<file path="config.mk">
export PLATFORM = sky130hd
export DESIGN_NAME = fifo_reader
export DESIGN_NICKNAME = d
export VERILOG_FILES = /design/src/rtl/fifo_reader.sv
export SDC_FILE = /design/constraint.sdc
export NUM_CORES = 1
export LEC_CHECK = 0
export BUFFER_PORTS_ARGS = -buffer_cell sky130_fd_sc_hd__buf_2
export CORE_UTILIZATION = 35
export CTS_CLUSTER_DIAMETER = 100
export DETAILED_ROUTE_END_ITERATION = 6
export PLACE_DENSITY = 0.66
export SLEW_MARGIN = 20
export SYNTH_ARGS = -nofsm -noshare
export SYNTH_HDL_FRONTEND = slang
export SYNTH_SLANG_ARGS = --single-unit
</file>
<file path="constraint.sdc">
create_clock -name clk -period 1.85 [get_ports clk]
set_input_delay 0.0925 -clock clk [delete_from_list [all_inputs] [get_ports clk]]
set_output_delay 0.0925 -clock clk [all_outputs]
set_load 0.01 [all_outputs]
</file>
<file path="src/rtl/fifo_reader.sv">
// Purpose : pulls words from an upstream FIFO with fixed read latency and presents them on a valid/ready output.
// Latency : fifo_rd_en in cycle t -> captured at end of cycle t+RD_LATENCY -> m_valid from cycle t+RD_LATENCY+1.
// Backpressure: reads are issued only while buffer occupancy plus in-flight reads is below BUF_DEPTH, so m_ready=0 stalls
//               reads without ever dropping a word.
//
// Ports:
//   clk, rst          single clock, synchronous active-high reset (priority over everything)
//   enable            permits issuing new reads (IDLE->RUN, RUN<->DRAIN)
//   fifo_empty        upstream FIFO empty flag
//   fifo_data         upstream read data, valid RD_LATENCY cycles after fifo_rd_en
//   fifo_rd_en        upstream read request
//   m_valid, m_data   output word, m_ready accepts it
//   busy              controller not in IDLE
//   words_out         delivered-word counter when FIFO_READER_STATS_EN is defined, else tied to 0
//
// Optional feature macro: FIFO_READER_STATS_EN

module fifo_reader #(
    parameter int RD_LATENCY = 2,
    parameter int BUF_DEPTH  = 4
) (
    input  logic        clk,
    input  logic        rst,
    input  logic        enable,
    input  logic        fifo_empty,
    input  logic [7:0]  fifo_data,
    output logic        fifo_rd_en,
    output logic        m_valid,
    output logic [7:0]  m_data,
    input  logic        m_ready,
    output logic        busy,
    output logic [15:0] words_out
);

    localparam int PW = (BUF_DEPTH > 1) ? $clog2(BUF_DEPTH) : 1;
    // Wide enough to hold occupancy + in-flight count without overflow.
    localparam int CW = PW + 2;

    typedef enum logic [1:0] {
        IDLE  = 2'd0,
        RUN   = 2'd1,
        DRAIN = 2'd2
    } state_t;

    state_t                state;
    logic [RD_LATENCY-1:0] inflight;
    logic [PW-1:0]         head;
    logic [PW-1:0]         tail;
    logic [PW:0]           occ;
    logic [7:0]            mem [BUF_DEPTH];
    logic [CW-1:0]         inflight_cnt;
    logic                  capture;
    logic                  xfer;

    always_comb begin
        inflight_cnt = '0;
        for (int i = 0; i < RD_LATENCY; i++) begin
            inflight_cnt = inflight_cnt + CW'(inflight[i]);
        end
    end

    // The last shift stage marks the one cycle where fifo_data belongs to us.
    assign capture = inflight[RD_LATENCY-1];
    assign m_valid = (occ != '0);
    assign xfer    = m_valid && m_ready;
    assign busy    = (state != IDLE);
    // Head entry only; no bypass from fifo_data.
    assign m_data  = m_valid ? mem[head] : 8'h00;

    // Credit check counts in-flight reads as already occupying buffer slots.
    assign fifo_rd_en = !rst && (state == RUN) && !fifo_empty
                        && ((CW'(occ) + inflight_cnt) < CW'(BUF_DEPTH));

    // Controller
    always_ff @(posedge clk) begin
        if (rst) begin
            state <= IDLE;
        end else begin
            case (state)
                IDLE:    if (enable) state <= RUN;
                RUN:     if (!enable) state <= DRAIN;
                DRAIN: begin
                    if (enable) begin
                        state <= RUN;
                    end else if ((inflight == '0) && (occ == '0)) begin
                        state <= IDLE;
                    end
                end
                default: state <= IDLE;
            endcase
        end
    end

    // In-flight tracking and circular buffer pointers
    always_ff @(posedge clk) begin
        if (rst) begin
            inflight <= '0;
            head     <= '0;
            tail     <= '0;
            occ      <= '0;
        end else begin
            inflight[0] <= fifo_rd_en;
            for (int i = 1; i < RD_LATENCY; i++) begin
                inflight[i] <= inflight[i-1];
            end
            if (capture) tail <= tail + 1'b1;
            if (xfer)    head <= head + 1'b1;
            // Simultaneous capture and transfer leaves occupancy alone, even when full.
            case ({capture, xfer})
                2'b10:   occ <= occ + 1'b1;
                2'b01:   occ <= occ - 1'b1;
                default: occ <= occ;
            endcase
        end
    end

    // Storage needs no reset: m_data is masked while the buffer is empty.
    always_ff @(posedge clk) begin
        if (!rst && capture) begin
            mem[tail] <= fifo_data;
        end
    end

`ifdef FIFO_READER_STATS_EN
    logic [15:0] word_cnt;

    always_ff @(posedge clk) begin
        if (rst) begin
            word_cnt <= '0;
        end else if (xfer) begin
            word_cnt <= word_cnt + 16'd1;
        end
    end

    assign words_out = word_cnt;
`else
    assign words_out = 16'h0000;
`endif

endmodule

</file>
Word-level counts from Yosys, hierarchy flattened

Memory sizes are Yosys's and may differ from the RTL's. A register that Yosys moved wholly into a read port is not among the register bits.
Index checks and enable logic that the tools add are counted.

Bits in registers: 11
Bits in writable memories: 32
Bits of input ports: 13
Output and inout bits: 27
Word-level logic and storage cells: 46
Memories kept: 1

$add $sub $neg: 6
Magnitude comparators: 1
Equal/unequal tests: 7
Multiplexer cells: 11
Reductions and logical operators: 15

Memory list:

| memory | words | width | rd ports | clocked after Yosys merged registers in | wr ports | line | source |
|---|---|---|---|---|---|---|---|
| mem    | 4     | 8     | 1        | 1                                       | 1        | 50   | `logic [7:0] mem [BUF_DEPTH];` |

Operator list:

| operator                                                   | number |
|---|---|
| two-way mux 2 bit                                          | 6 |
| two-way mux 8 bit                                          | 1 |
| logical AND 1 bit                                          | 6 |
| one-hot mux 2 bit (3 select lines)                         | 1 |
| one-hot mux 3 bit (2 select lines)                         | 1 |
| adder 2 x 1 -> 2 bit, second input constant                | 2 |
| adder 3 x 2 -> 4 bit                                       | 1 |
| equality test 2 x 1 -> 1 bit, second input constant        | 2 |
| equality test 2 bit, second input constant                 | 2 |
| logical NOT 2 bit                                          | 2 |
| less-than comparator 4 x 3 -> 1 bit, second input constant | 1 |
| != test 2 bit, second input constant                       | 2 |
| nonzero test 2 bit                                         | 2 |
| adder 3 x 1 -> 3 bit, second input constant                | 1 |
| logical NOT 3 bit                                          | 1 |
| != test 3 bit, second input constant                       | 1 |
| AND reduction 3 bit                                        | 1 |
| nonzero test 3 bit                                         | 1 |
| subtractor 3 x 1 -> 3 bit, second input constant           | 1 |
| adder 1 x 1 -> 2 bit                                       | 1 |
| logical NOT 1 bit                                          | 2 |
| two-way mux 1 bit                                          | 2 |

Logic depth before layout (Yosys ltp)

Gate-level depths: netlist of the first run.

Depth after elaboration: 5
Depth in mapped cells: 8
Depth with buffers taken out: 8

Worst setup path after synthesis of the first run

Ideal clock, no wire load.

Path type: flip-flop to flip-flop
Start: reg occ[0]
End: reg occ[2]
Setup time: 0.071 ns
Data arrival time: 1.745 ns
Required time: 1.779 ns
Slack: 0.034 ns
Stages on the path, launching flop included: 9
Path buffers: 0
Period minus slack after synthesis: 1.816 ns
Path through: dfxtp_1 o31ai_1 inv_1 ha_1 inv_1 fa_1 xor2_1 or3_1 a21oi_1

Word-level cells in the longest chain between the ends: 4
Elaborated cells on any way between the ends: 8
Classes of those cells: 2 x add/sub; 2 x eq/ne; 1 x mux; 3 x reduce/logical

RTL lines:

| what                                                                     | line | source |
|---|---|---|
| start, declared                                                          | 49   | `logic [PW:0] occ;` |
| start signal, assigned                                                   | 110  | `2'b10: occ <= occ + 1'b1;` |
| start signal, assigned                                                   | 111  | `2'b01: occ <= occ - 1'b1;` |
| nonzero test 3 bit (*)                                                   | 64   | `assign m_valid = (occ != '0);` |
| logical AND 1 bit (*)                                                    | 65   | `assign xfer = m_valid && m_ready;` |
| net xfer                                                                 | 53   | `logic xfer;` |
| equality test 2 x 1 -> 1 bit or equality test 2 bit (tied branches)      | 109  | `case ({capture, xfer})` |
| one-hot mux 3 bit (2 select lines) or nonzero test 2 bit (tied branches) | --   |  |

Mark *: on every way through the listed nets, which the timed path passes. The rest lies on a longest branch.
A chain may end at the register's enable or synchronous reset.

Worst setup path in the final report of the first run

Ends and elaborated chain as after synthesis.

==> key figures, run 1 <==
Worst setup path
  – WS Path Type: reg2reg
  – R2R setup slack: 0.12 ns
  – Critical path data arrival time: 1.96 ns
  – Required time of the critical path: 2.08 ns
  – Worst Path Max Fanout: 2
  – CP Capture Type: flip-flop
  – Crit start category: flip-flop

Placement
  – Placer Congestion: 0.7689
  – Placement-stage cell area: 2216 um^2
  – Port bufs: 23
  – Detailed Place HPWL: 2153 um

Global route
  – First-pass GRT wire length: 5161 um
  – Global-route usage over all layers: 11.38%
  – Largest net degree at the start of global routing: 16
  – Congestion Overflow GR: 0
  – Vias in the first global route: 1034
  – Initial antenna violation count: 0

Logic synthesis
  – Top post-synthesis cells by area: edfxtp_1 47%, dfxtp_1 13%, mux4_2 8.8%, buf_4 5.9%, nor2b_4 5.4%
  – Area leader, netlist: edfxtp_1
  – Synthesized netlist cell count: 135
  – Synth Warn #: 0
  – Ys flop type: edfxtp_1
  – Count of state elements after synthesis: 45
  – Async SR Flop Fraction: 0%
  – Register area share after synthesis: 59.62%
  – Synthesized area: 2048 um^2
  – Syn_area_per_cell: 15.17 um^2
  – Top cell type's share of synthesized area: 46.92%
  – Synth unique cells: 32
  – EDFF count, synth: 32

Floorplan
  – Die height: 78.50 um
  – Starting density of the core: 36.75%
  – Die area: 6162 um^2
  – FP Rows: 27
  – Die W: 78.50 um
  – Total core area: 5574 um^2
  – Top-level I/O count: 40

Cells and area
  – Sequential Area: 1226 um^2
  – Util after Layout: 41.98%
  – Fin area: 2340 um^2
  – Fin nets: 188
  – Antenna cells: 0
  – Share of layout cells above drive strength 1: 37.87%
  – FILL cells: 530
  – Multi-input logic area: 705.7 um^2
  – Layout area overhead: 14.23%

Power
  – Peak supply drop: 0.0002926 V
  – Tot Pwr: 1.881 mW
  – Pwr/cell area: 803.9 nW/um^2
  – Leak pwr: 0.8991 nW

Clock tree
  – Root buffer cell: clkbuf_8
  – Clock net sink count: 45
  – Clock tree buffer depth: 2
  – Reg clk slew, reported paths: 0.09 ns
  – H-tree depth: 2
  – Worst-skew pair later-pin latency: 0.30 ns
  – CTS tree: built
  – CTS Buf Count: 5

Detailed routing
  – TritonRoute pass-1 iters: 4
  – Via density: 4.365
  – Drt initial violations: 53
  – WL/cell: 12.83 um
  – DR vias: 1052
  – DRC: 0
  – Post-route ant nets: 0
  – Routed WL: 3091 um

Timing
  – Count of final setup violators: 0
  – Minimum clock period: 1.726 ns
  – Fin crit share: 93.28%
  – Fin. max-slew vios: 0
  – Endpoints failing hold: 0
  – Fin Clk Skew: 0.01065 ns
  – Fmax: 579.5 MHz
  – TNS Setup: 0 ns

Outcome
  – Run status: complete, no violations

Flow run
  – Max-cap viol count: 0

Min path
  – Hold WC Path Type: in2reg
layer usage:
metal	part of all wire [%]	vias up	track usage, %
met5	0	-	0
met2	52	25	18.96
li1	-	511	-
met4	1.2	0	3.889
met1	43	510	13.66
met3	4.2	6	3.837
worst paths after layout:
| path | start | endpoint | cells past startpoint |
|---|---|---|---|
| worst max-delay path | occ[0] | occ[2] | 8 |
| worst max register to register | occ[0] | occ[2] | 8 |
| worst min register to register | head[1] | head[1] | 2 |
| worst min-delay path | fifo_data[0] | mem[3][0] | 1 |
cell type report:
type	instances	area share, %
timing repair buffer	31	8.235
clock inverter	3	0.9626
sequential	45	52.41
clock buffer	5	2.941
tap	72	3.850
inverter	9	1.444
multi-input combinational	76	30.16
cells in the final DEF, fill, tap and decap left out, drive strengths merged:
cell / n
or3: 2
nand2: 1
o211a: 2
o21ai: 2
nor2: 8
dlygate4sd3: 2
inv: 9
mux2i: 1
ha: 6
a2111oi: 1
and2: 4
a21oi: 4
or2: 1
a211oi: 1
dfxtp: 13
nor4: 1
o31ai: 1
buf: 29
clkbuf: 5
xor2: 3
mux4: 8
edfxtp: 32
conb: 16
fa: 1
xnor2: 2
nor2b: 9
nor3: 2
clkinv: 3
power breakdown:
part,switching [mW],internal [mW]
registers,0.00761,1.09
logic,0.0980,0.0818
clock network,0.339,0.268
flip-flops by register name, summed over array words and instances, names as in the netlist, named ones only:
name,flops
tail,2
head,2
occ,3
inflight,2
state,2
mem,32
metrics by stage:
step / cells / hold WS [ns] / worst slack (ns)
floorplan: 150 / 0.1614 / 0.03389
global placement: 231 / 0.2793 / 0.1530
detailed placement: 231 / 0.2849 / 0.1352
CTS: 241 / 0.005674 / 0.1136
global route: 241 / 0.0004322 / -0.01205
finish: 241 / 0.009918 / 0.1243
critical path, stage by stage, from the launching register on:
cell and delay [ns]:
dfxtp_2 0.34, o31ai_2 0.08, inv_1 0.07, ha_2 0.17, inv_1 0.05, fa_1 0.36, xor2_1 0.15, or3_1 0.31
a21oi_1 0.13
kinds of logic after synthesis:
family                     Yosys count  share of synthesized area, %
other                                1                        0.1831
DFF                                 45                         59.62
AOI/OAI and AO/OA                   11                         4.276
xor gates and xnor gates             5                         2.138
and+or+nand+nor                     28                         10.81
muxes                                9                         9.285
buffers and inverters               29                         9.041
adders and majority gates            7                         4.643
cell usage after synthesis (2+ instances only):
master / n
inv_1: 9
buf_6: 2
buf_4: 16
ha_1: 6
xnor2_1: 2
nor2_1: 8
mux4_2: 8
and2_1: 4
or3_1: 2
dfxtp_1: 13
a21oi_1: 3
xor2_1: 3
nor2b_4: 8
edfxtp_1: 32
o211a_1: 2
what timing repair did:
item / CTS / global route
endpoints found under the hold margin: 5 / 0
hold buffers: 2 / 0
setup endpoints to repair: 0 / 1
setup buffers: 0 / 0
gates resized for setup: 0 / 6
(Power assumes the default switching activity.)
==> inputs of run 2 (changes only) <==
--- a/config.mk
+++ b/config.mk
@@ -9,6 +9,7 @@
 export CORE_UTILIZATION = 35
 export CTS_CLUSTER_DIAMETER = 100
 export DETAILED_ROUTE_END_ITERATION = 6
+export MAX_ROUTING_LAYER = met4
 export PLACE_DENSITY = 0.66
 export SLEW_MARGIN = 20
 export SYNTH_ARGS = -nofsm -noshare
==> key figures, run 2 (synthesis gave the netlist of run 1 again) <==
Worst setup path
  – Crit path cell chain: o31ai_2 > inv_1 > ha_2 > inv_1 > fa_1 > xor2_1 > or3_1 > a21oi_1
  – CP max stage delay: 0.36 ns (about the same)
  – Critical path data arrival time: 1.96 ns (about the same)
  – Worst Path Max Fanout: 2 (unchanged)
  – WS Path Type: reg2reg
  – CP Capture Type: flip-flop
  – Required time of the critical path: 2.08 ns (about the same)
  – Crit start category: flip-flop
  – Cell mode on critical path: inv_1
  – Slowest stage cell, crit path: fa_1

Power
  – Leak pwr: 0.8991 nW (unchanged)
  – Tot Pwr: 1.881 mW (about the same)
  – Peak supply drop: 0.0002926 V (about the same)
  – Pwr/cell area: 803.9 nW/um^2 (about the same)

Clock tree
  – Clock net sink count: 45 (unchanged)
  – Worst-skew pair later-pin latency: 0.30 ns (about the same)
  – CTS Buf Count: 5 (unchanged)
  – H-tree depth: 2 (unchanged)
  – Root buffer cell: clkbuf_8
  – CTS tree: built
  – Clock tree buffer depth: 2 (unchanged)
  – Reg clk slew, reported paths: 0.09 ns (about the same)

Detailed routing
  – WL/cell: 12.83 um (unchanged)
  – Post-route ant nets: 0 (unchanged)
  – DR vias: 1052 (unchanged)
  – Drt initial violations: 53 (unchanged)
  – TritonRoute pass-1 iters: 4 (unchanged)
  – Routed WL: 3091 um (unchanged)
  – Via density: 4.365 (unchanged)
  – DRC: 0 (unchanged)

Placement
  – Port bufs: 23 (unchanged)
  – Placer Congestion: 0.7792 (+1.3%)
  – Placement-stage cell area: 2216 um^2 (unchanged)
  – Detailed Place HPWL: 2153 um (unchanged)

Global route
  – Global-route usage over all layers: 11.70% (+0.32 points)
  – Largest net degree at the start of global routing: 16 (unchanged)
  – Initial antenna violation count: 0 (unchanged)
  – Congestion Overflow GR: 0 (unchanged)
  – First-pass GRT wire length: 5161 um (unchanged)
  – Vias in the first global route: 1034 (unchanged)

Timing
  – Minimum clock period: 1.726 ns (+0.00008100 ns)
  – Fmax: 579.4 MHz (about the same)
  – Fin crit share: 93.29% (about the same)
  – TNS Setup: 0 ns (unchanged)
  – Fin Clk Skew: 0.01065 ns (+0.000001600 ns)
  – Endpoints failing hold: 0 (unchanged)
  – Fin. max-slew vios: 0 (unchanged)
  – Count of final setup violators: 0 (unchanged)
  – Hold_ws: 0.009988 ns (+0.00007030 ns)

Cells and area
  – Fin area: 2340 um^2 (unchanged)
  – Most frequent cells in the layout: 32 x edfxtp_1, 23 x buf_2, 16 x conb_1
  – Commonest non-fill, non-tap cell in the layout: edfxtp_1
  – Share of layout cells above drive strength 1: 37.87% (unchanged)
  – Layout area overhead: 14.23% (unchanged)
  – Largest register FFs: 32 (unchanged)
  – Fin nets: 188 (unchanged)
  – FILL cells: 530 (unchanged)
  – Largest registers: mem: 32 flops, occ: 3 flops
  – Util after Layout: 41.98% (unchanged)
  – Antenna cells: 0 (unchanged)
  – Biggest register: mem

Floorplan
  – Die W: 78.50 um (unchanged)
  – Starting density of the core: 36.75% (unchanged)
  – Die height: 78.50 um (unchanged)
  – Die area: 6162 um^2 (unchanged)
  – Top-level I/O count: 40 (unchanged)
  – FP Rows: 27 (unchanged)
  – Total core area: 5574 um^2 (unchanged)

Min path
  – Hold WC Path Type: in2reg

Outcome
  – Run status: complete, no violations

Flow run
  – Max-cap viol count: 0 (unchanged)
-- run 2: stage by stage --
stage	setup slack [ns]	cells
final	0.1242	241
after global routing	-0.01205	241
after detailed placement	0.1352	231
after CTS	0.1136	241
after global placement	0.1530	231
after floorplan	0.03389	150
-- run 2: routing by layer --
layer,GRT usage (%),vias up,wire length (um)
met5,-,-,0
met4,3.889,0,41
met3,3.837,6,130
met2,18.96,25,1603
met1,13.66,510,1316
li1,-,511,-
-- run 2: path summary, 6_finish.rpt --
check	startpoint	end	slack, ns	cells past startpoint
max	occ[0]	occ[2]	0.12	8
min reg2reg	head[1]	head[1]	0.48	2
min	fifo_data[0]	mem[3][0]	0.01	1
max reg2reg	occ[0]	occ[2]	0.12	8
-- run 2: final cells by class --
cell class              count  area, um^2  area share [%]
multi-input cells          76       705.7           30.16
inverters                   9       33.78           1.444
well taps                  72       90.09           3.850
repair buffers             31       192.7           8.235
clock buffers               5       68.82           2.941
flip-flops and latches     45        1226           52.41
clock inverters             3       22.52          0.9626
-- run 2: worst max-delay path, delay by kind of cell (launching register included) --
| family | cells | cell delay [ns] |
|---|---|---|
| xor+xnor | 1 | 0.15 |
| flops | 1 | 0.34 |
| buf+inv | 2 | 0.12 |
| compound gates | 2 | 0.21 |
| simple gates | 1 | 0.31 |
| fa+ha+maj | 2 | 0.53 |
-- run 2: what timing repair did --
action / CTS / global route
hold buffers: 2 / 0
endpoints found under the hold margin: 5 / 0
resized for setup: 0 / 6
setup endpoints to repair: 0 / 1
buffers inserted: 0 / 0
-- run 2: power breakdown --
part	leakage [nW]	total [mW]	internal [mW]	switching [mW]
clock	0.0481	0.607	0.268	0.339
sequential	0.395	1.09	1.09	0.00761
combinational	0.456	0.180	0.0818	0.0980
